$ cat config.mk
export PLATFORM = sky130hd
export DESIGN_NAME = u_pc_ctrl
export DESIGN_NICKNAME = d
export VERILOG_FILES = /design/src/rtl/u_pc_ctrl.sv
export SDC_FILE = /design/constraint.sdc
export NUM_CORES = 1
export LEC_CHECK = 0
export CAP_MARGIN = 30
export CORE_UTILIZATION = 35
export CTS_CLUSTER_SIZE = 25
export DETAILED_ROUTE_END_ITERATION = 8
export PLACE_DENSITY = 0.83
export SETUP_SLACK_MARGIN = 0.02
export SLEW_MARGIN = 10
export SYNTH_ARGS = -nofsm -noshare
export SYNTH_HDL_FRONTEND = slang
export SYNTH_SLANG_ARGS = --single-unit
$ cat constraint.sdc
create_clock -name clk -period 2.4 [get_ports clk]
set_input_delay 0.6 -clock clk [delete_from_list [all_inputs] [get_ports clk]]
set_output_delay 0.6 -clock clk [all_outputs]
set_load 0.1 [all_outputs]
$ cat src/rtl/u_pc_ctrl.sv
// u_pc_ctrl: fetch-PC sequencer with BRU redirect/flush; PC_CTRL_PERF_EN adds a saturating redirect counter
module u_pc_ctrl #(
  parameter int PC_WIDTH = 32,
  parameter int FLUSH_CYCLES = 2,
  parameter logic [PC_WIDTH-1:0] RESET_PC = '0
) (
  input  logic                clk,
  input  logic                rst,
  input  logic                start_pulse,
  input  logic [PC_WIDTH-1:0] start_pc,
  input  logic                stall,
  input  logic                bru_output_vld,
  input  logic                bru_flush,
  input  logic [PC_WIDTH-1:0] bru_redir_pc,
  output logic [PC_WIDTH-1:0] pc_out,
  output logic                pc_vld,
  output logic                front_flush,
  output logic                misalign_err,
  output logic                core_busy,
  output logic [31:0]         redirect_cnt
);
  typedef enum logic [1:0] {IDLE, RUN, FLUSH, HALT} state_t;
  state_t state, state_n;
  logic [PC_WIDTH-1:0] pc_n;
  logic [2:0] flush_cnt, flush_cnt_n;
  logic err_n, redir_acc, aligned;
  assign redir_acc = bru_output_vld & bru_flush & (state == RUN | state == FLUSH);
  assign aligned = bru_redir_pc[1:0] == 2'b00;
  always_ff @(posedge clk) begin
    if (rst) begin
      state <= IDLE;
      pc_out <= RESET_PC;
      flush_cnt <= '0;
      misalign_err <= 1'b0;
    end else begin
      state <= state_n;
      pc_out <= pc_n;
      flush_cnt <= flush_cnt_n;
      misalign_err <= err_n;
    end
  end
  always_comb begin
    state_n = state;
    pc_n = pc_out;
    flush_cnt_n = flush_cnt;
    err_n = 1'b0;
    if (redir_acc && !aligned) begin
      state_n = HALT;
      err_n = 1'b1;
    end else if (redir_acc) begin
      state_n = FLUSH;
      pc_n = bru_redir_pc;
      flush_cnt_n = 3'(FLUSH_CYCLES);
    end else begin
      case (state)
        IDLE, HALT: if (start_pulse) begin
          state_n = RUN;
          pc_n = start_pc;
        end
        RUN: pc_n = stall ? pc_out : pc_out + PC_WIDTH'(4);
        FLUSH: begin
          flush_cnt_n = flush_cnt - 3'd1;
          state_n = flush_cnt == 3'd1 ? RUN : FLUSH;
        end
        default: state_n = IDLE;
      endcase
    end
  end
  always_comb begin
    pc_vld = state == RUN;
    front_flush = redir_acc | state == FLUSH;
    core_busy = state == RUN | state == FLUSH;
  end
`ifdef PC_CTRL_PERF_EN
  logic [31:0] rcnt;
  always_ff @(posedge clk) begin
    if (rst) rcnt <= '0;
    else if (redir_acc && aligned && rcnt != 32'hFFFF_FFFF) rcnt <= rcnt + 32'd1;
  end
  assign redirect_cnt = rcnt;
`else
  assign redirect_cnt = '0;
`endif
endmodule

; Word level (Yosys, flattened, before mapping)
; Cells that the tools add are included.
[op_classes]
addsub = 2
reduce_logical = 11
bitwise_logic = 5
n_eq_ne = 7
n_mux = 12
[op_table]
columns = cell, count
row1 = $mux W32, 3
row2 = $pmux W32 S2, 1
row3 = $add A32 B3 Y32 const B, 1
row4 = $mux W2, 4
row5 = $mux W3, 2
row6 = $eq A2 B2 Y1 const B, 2
row7 = $logic_not A2 Y1, 2
row8 = $ne A4 B4 Y1 const B, 1
row9 = $pmux W2 S2, 1
row10 = $reduce_and A2 Y1, 2
row11 = $reduce_and A4 Y1, 1
row12 = $reduce_bool A4 Y1, 1
row13 = $eq A3 B1 Y1 const B, 1
row14 = $ne A3 B2 Y1 const B, 1
row15 = $ne A3 B3 Y1 const B, 1
row16 = $reduce_bool A3 Y1, 1
row17 = $sub A3 B1 Y3 const B, 1
row18 = $and A1 B1 Y1, 2
row19 = $eq A2 B1 Y1 const B, 1
row20 = $or A1 B1 Y1, 2
row21 = $reduce_bool A2 Y1, 1
row22 = $reduce_or A2 Y1, 1
row23 = $logic_and A1 B1 Y1, 1
row24 = $logic_not A1 Y1, 1
row25 = other kinds (2), 2
[word_totals]
input_bits = 70
ff_bits = 38

; Longest topological paths before layout
[logic_depth]
ltp_word = 6
mapped_depth = 10

; Least setup slack after synthesis
; Ideal clock, no wire load.
[synth_timing]
path_kind = flip-flop to flip-flop
start = reg state[1]
end = reg pc_out[25]
path_buffers = 1
slack_ps = -339
arrival_time_ps = 2621
period_less_slack_ps = 2739
path_stages_with_launch = 9
cell_sequence = dfxtp_1 > inv_1 > ha_1 > buf_2 > inv_2 > nor4b_2 > nand2_1 > or2_0 > o211a_1
[synth_via]
elab_chain_cells = 6
word_cells_on_any_way = 15
classes_between = eq/ne (5) / mux (2) / bitwise (3) / reduce/logical (5)
[synth_lines]
columns = item, line
row1 = from (decl), 23  ; state_t state, state_n;
row2 = from (signal assigned), 36  ; state <= state_n;
row3 = $eq A2 B1 Y1 (*), --
row4 = via pc_vld, 16  ; output logic pc_vld,
row5 = "parallel branches: the longest is 5 deep, another holds $reduce_and A4 Y1", --
row6 = to (signal assigned), 37  ; pc_out <= pc_n;
row7 = to (decl), 15  ; output logic [PC_WIDTH-1:0] pc_out,
; Mark *: on every way through the listed nets, which the timed path passes.
; A chain may end at the register's enable or synchronous reset.

; Final worst setup path
[layout_timing]
start = reg state[0]
end = out front_flush
[layout_via]
elab_chain_cells = 4
word_cells_on_any_way = 5
classes_between = eq/ne (2) / bitwise (3)
[layout_lines]
columns = item, line
row1 = $eq A2 B1 Y1 / $eq A2 B2 Y1 (equally long branches), "27, 71"
row2 = $or A1 B1 Y1, 27  ; assign redir_acc = bru_output_vld & bru_flush & (state == RUN | state == FLUSH);
row3 = $and A1 B1 Y1, 27
row4 = $or A1 B1 Y1 (*), 71  ; front_flush = redir_acc | state == FLUSH;
row5 = to (decl), 17  ; output logic front_flush,
; Every way passes the cells marked *; elsewhere a longest branch is shown, timed or not.

==> flow_summary.yaml <==
placed_design:
  dp_hpwl_um: 6830
  dp.cells: 571
  io_buffers: 105
  gp_congestion: 0.905
yosys:
  synth-seq-cells: 38
  synth.area.top_cells: "dfxtp_1 (27%), buf_4 (8.4%), nor2_1 (5.0%)"
  syn_area_per_cell_um2: 7.67
  synth-simple-area-share_pct: 25.1
  synth_edf_count: 0
  yosys_warnings: 0
  synth_area_mm2: 0.00286
  synth_xor_area_share_pct: 5.51
  async_flop_share_pct: 0
  synth_ff_type: "dfxtp_1"
  synth_top_family_by_area: "compound AO/OA/AOI/OAI gates"
  yosysSeqAreaShare_pct: 26.6
  synth_top_area_cell: "dfxtp_1"
  synth.area.mux_share_pct: 1.44
  ys_types: 58
  postSynthCellCount: 373
  synth_compound_area_share_pct: 25.7
  synth_adder_area_share_pct: 2.19
  synth_top_area_share_pct: 26.6
floorplan:
  dieArea_mm2: 0.00854
  dieWidth_um: 92.4
  rows: 32
  core_region_area_mm2: 0.00781
  die_y_um: 92.4
  io_pins: 138
  floorplan.initialDensity_pct: 36.7
timing:
  hold_viol_final: 0
  slew_headroom_pct: 53.8
  drv_slew: 0
  period_minus_slack_ns: 2.28
  setup_viol: 0
  tightest_slew_ns: 0.687
  tns_ns: 0
  fin_skew_ns: 0.00494
  fmaxAchievable_mhz: 439
  rsz0062_at_grt: "false"
  finalCritPeriodShare_pct: 95.0
critical_path:
  cp.required_ns: 1.80
  worst-path-max-fanout: 7
  worst-path-buf-inv: 2
  path_class: "flop to output pin"
  cp.arrival_ns: 1.68
  crit_chain: "inv_1 -> ha_1 -> nand3b_1 -> nand2b_1 -> buf_12"
  end_kind: "output pin"
  critPathMaxStageDelay_ns: 0.36
  cpMaxStageDelayCell: "ha_1"
  crit_family: "simple AND/OR/NAND/NOR gates"
  crit_path_start_kind: "flop"
final_layout:
  fin_cells: 581
  layout_common_cells: "clkdlybuf4s50_1 (69), buf_4 (47), nor2_1 (38)"
  post-route-util_pct: 51.7
  syn_to_final_growth_pct: 41.1
  drive_above_1_share_pct: 17.3
  fin_nets: 553
  n_antenna_cell: 0
  final_common_cell: "clkdlybuf4s50_1"
route:
  ant_nets: 0
  wirelength_um: 9080
  vias: 3178
  viasPerCell: 5.47
  drc: 0
  drtIter0Drc: 227
  firstDrtPassIters: 4
  avgRoutedWirePerCell_um: 15.6
grt:
  grt_pass1_wl_um: 14400
  grt_pass1_vias: 2966
  antenna_found_initial: 0
  grt_overflow: 0
  track_usage_pct: 21.0
  grt_max_degree: 28
pwr:
  ir_drop_mv: 1.01
  p_int_uw: 2350
  netSwitchingFraction_pct: 60.9
  comb_power_share_pct: 70.4
  p_seq_share_pct: 20.9
  switching_power_uw: 3660
  p_clk_share_pct: 8.7
  powerDensity_mw_per_mm2: 1490
  p_leak_uw: 0.00158
  total_power_uw: 6010
min_path:
  hp-class: "flop to flop"
clocking:
  tritoncts: "yes"
  cts-buffers-inserted: 5
  root_buffer: "clkbuf_8"
  worstSkewPairLatency_ns: 0.29
  h-tree-depth: 2
  cts_hold_buf: 0
  cts.sinks: 38
  path_clk_slew_ns: 0.07
  cts_buffer_depth: 2
job:
  drv_cap: 0
run_status:
  outcome: "finished clean"
-- metal layers --
metal / vias to the layer above / global-route usage (%) / wire [µm]
met2: 148 / 36.8 / 4480
met3: 19 / 3.61 / 619
met5: - / 0 / 0
met4: 0 / 8.20 / 195
li1: 1519 / - / -
met1: 1492 / 25.5 / 3790
-- final cells by class --
type	instances	area (µm²)
clock buffers	8	110
multi-input cells	300	1840
fillers	734	3770
well taps	102	128
repair buffers	121	1140
flip-flops and latches	38	774
inverters	12	45.0
-- stage by stage --
step                setup WS (ns)  hold slack (ns)  area [µm²]
floorplan                -0.00498            0.440        2990
CTS                        0.0915            0.479        4020
global route               0.0229            0.523        4040
finish                      0.120            0.491        4040
global placement            0.100            0.456        3910
detailed placement       -0.00713            0.461        3910
-- cell families (layout without fill, tap and decap cells) --
logic type | count (synthesis) | in the layout
multiplexers | 4 | 4
buffers and inverters | 66 | 141
other | 1 | 32
adder cells (fa/ha/maj) | 5 | 5
XOR/XNOR | 18 | 18
AO/OA/AOI/OAI | 106 | 106
flip-flops | 38 | 38
AND/OR/NAND/NOR | 135 | 135
-- cells in the mapped netlist, types with 4 or more instances --
cell type  count
nand3_1       16
a31oi_1        7
nand4_1       12
buf_4         32
a211o_1        4
xnor2_1       10
nor3b_1        4
o221ai_1       5
dfxtp_1       38
xor2_1         8
buf_2          7
ha_1           5
nor2_1        38
a21oi_1       22
inv_1         10
o21ai_0        8
nand2_1       26
and3_1         8
o21ai_1        9
o22ai_1        4
a211oi_1      15
o211ai_1       5
o21a_1         4
nor3_1         9
clkbuf_1      13
-- path summary, 6_finish.rpt --
path,startpoint,to,slack (ns),cells past startpoint
setup / recovery,state[0]$_SDFFE_PP0P_,front_flush,0.12,5
hold / removal,flush_cnt[2]$_SDFFE_PP0P_,flush_cnt[2]$_SDFFE_PP0P_,0.49,1
setup reg to reg,state[0]$_SDFFE_PP0P_,pc_out[21]$_SDFFE_PP0P_,0.22,8
hold reg to reg,flush_cnt[2]$_SDFFE_PP0P_,flush_cnt[2]$_SDFFE_PP0P_,0.49,1
-- power groups by stage --
stage / clock, µW / sequential (µW) / combinational, µW
floorplan: 0 / 2730 / 1690
global placement: 0 / 1240 / 4150
finish: 525 / 1260 / 4230
global route: 555 / 1300 / 4440
detailed placement: 0 / 1260 / 4200
CTS: 525 / 1240 / 4210
-- registers in the layout, summed over array words and instances, names as in the netlist --
register / count
state: 2
misalign_err: 1
pc_out: 32
flush_cnt: 3
-- worst reg2reg max path: stages (launching register included) --
cell and delay (ns):
dfxtp_1 0.34, inv_1 0.06, ha_1 0.36, nand3b_1 0.24, nor3_1 0.30, or2_1 0.32, buf_12 0.19, nor2_1 0.05
a211oi_1 0.22
-- what timing repair did --
| action | 4_1_cts | 5_1_grt |
|---|---|---|
| setup endpoints to repair | 0 | 1 |
| resized for setup | 0 | 0 |
| buffers inserted | 0 | 2 |
Power figures use the tool's default switching activity.
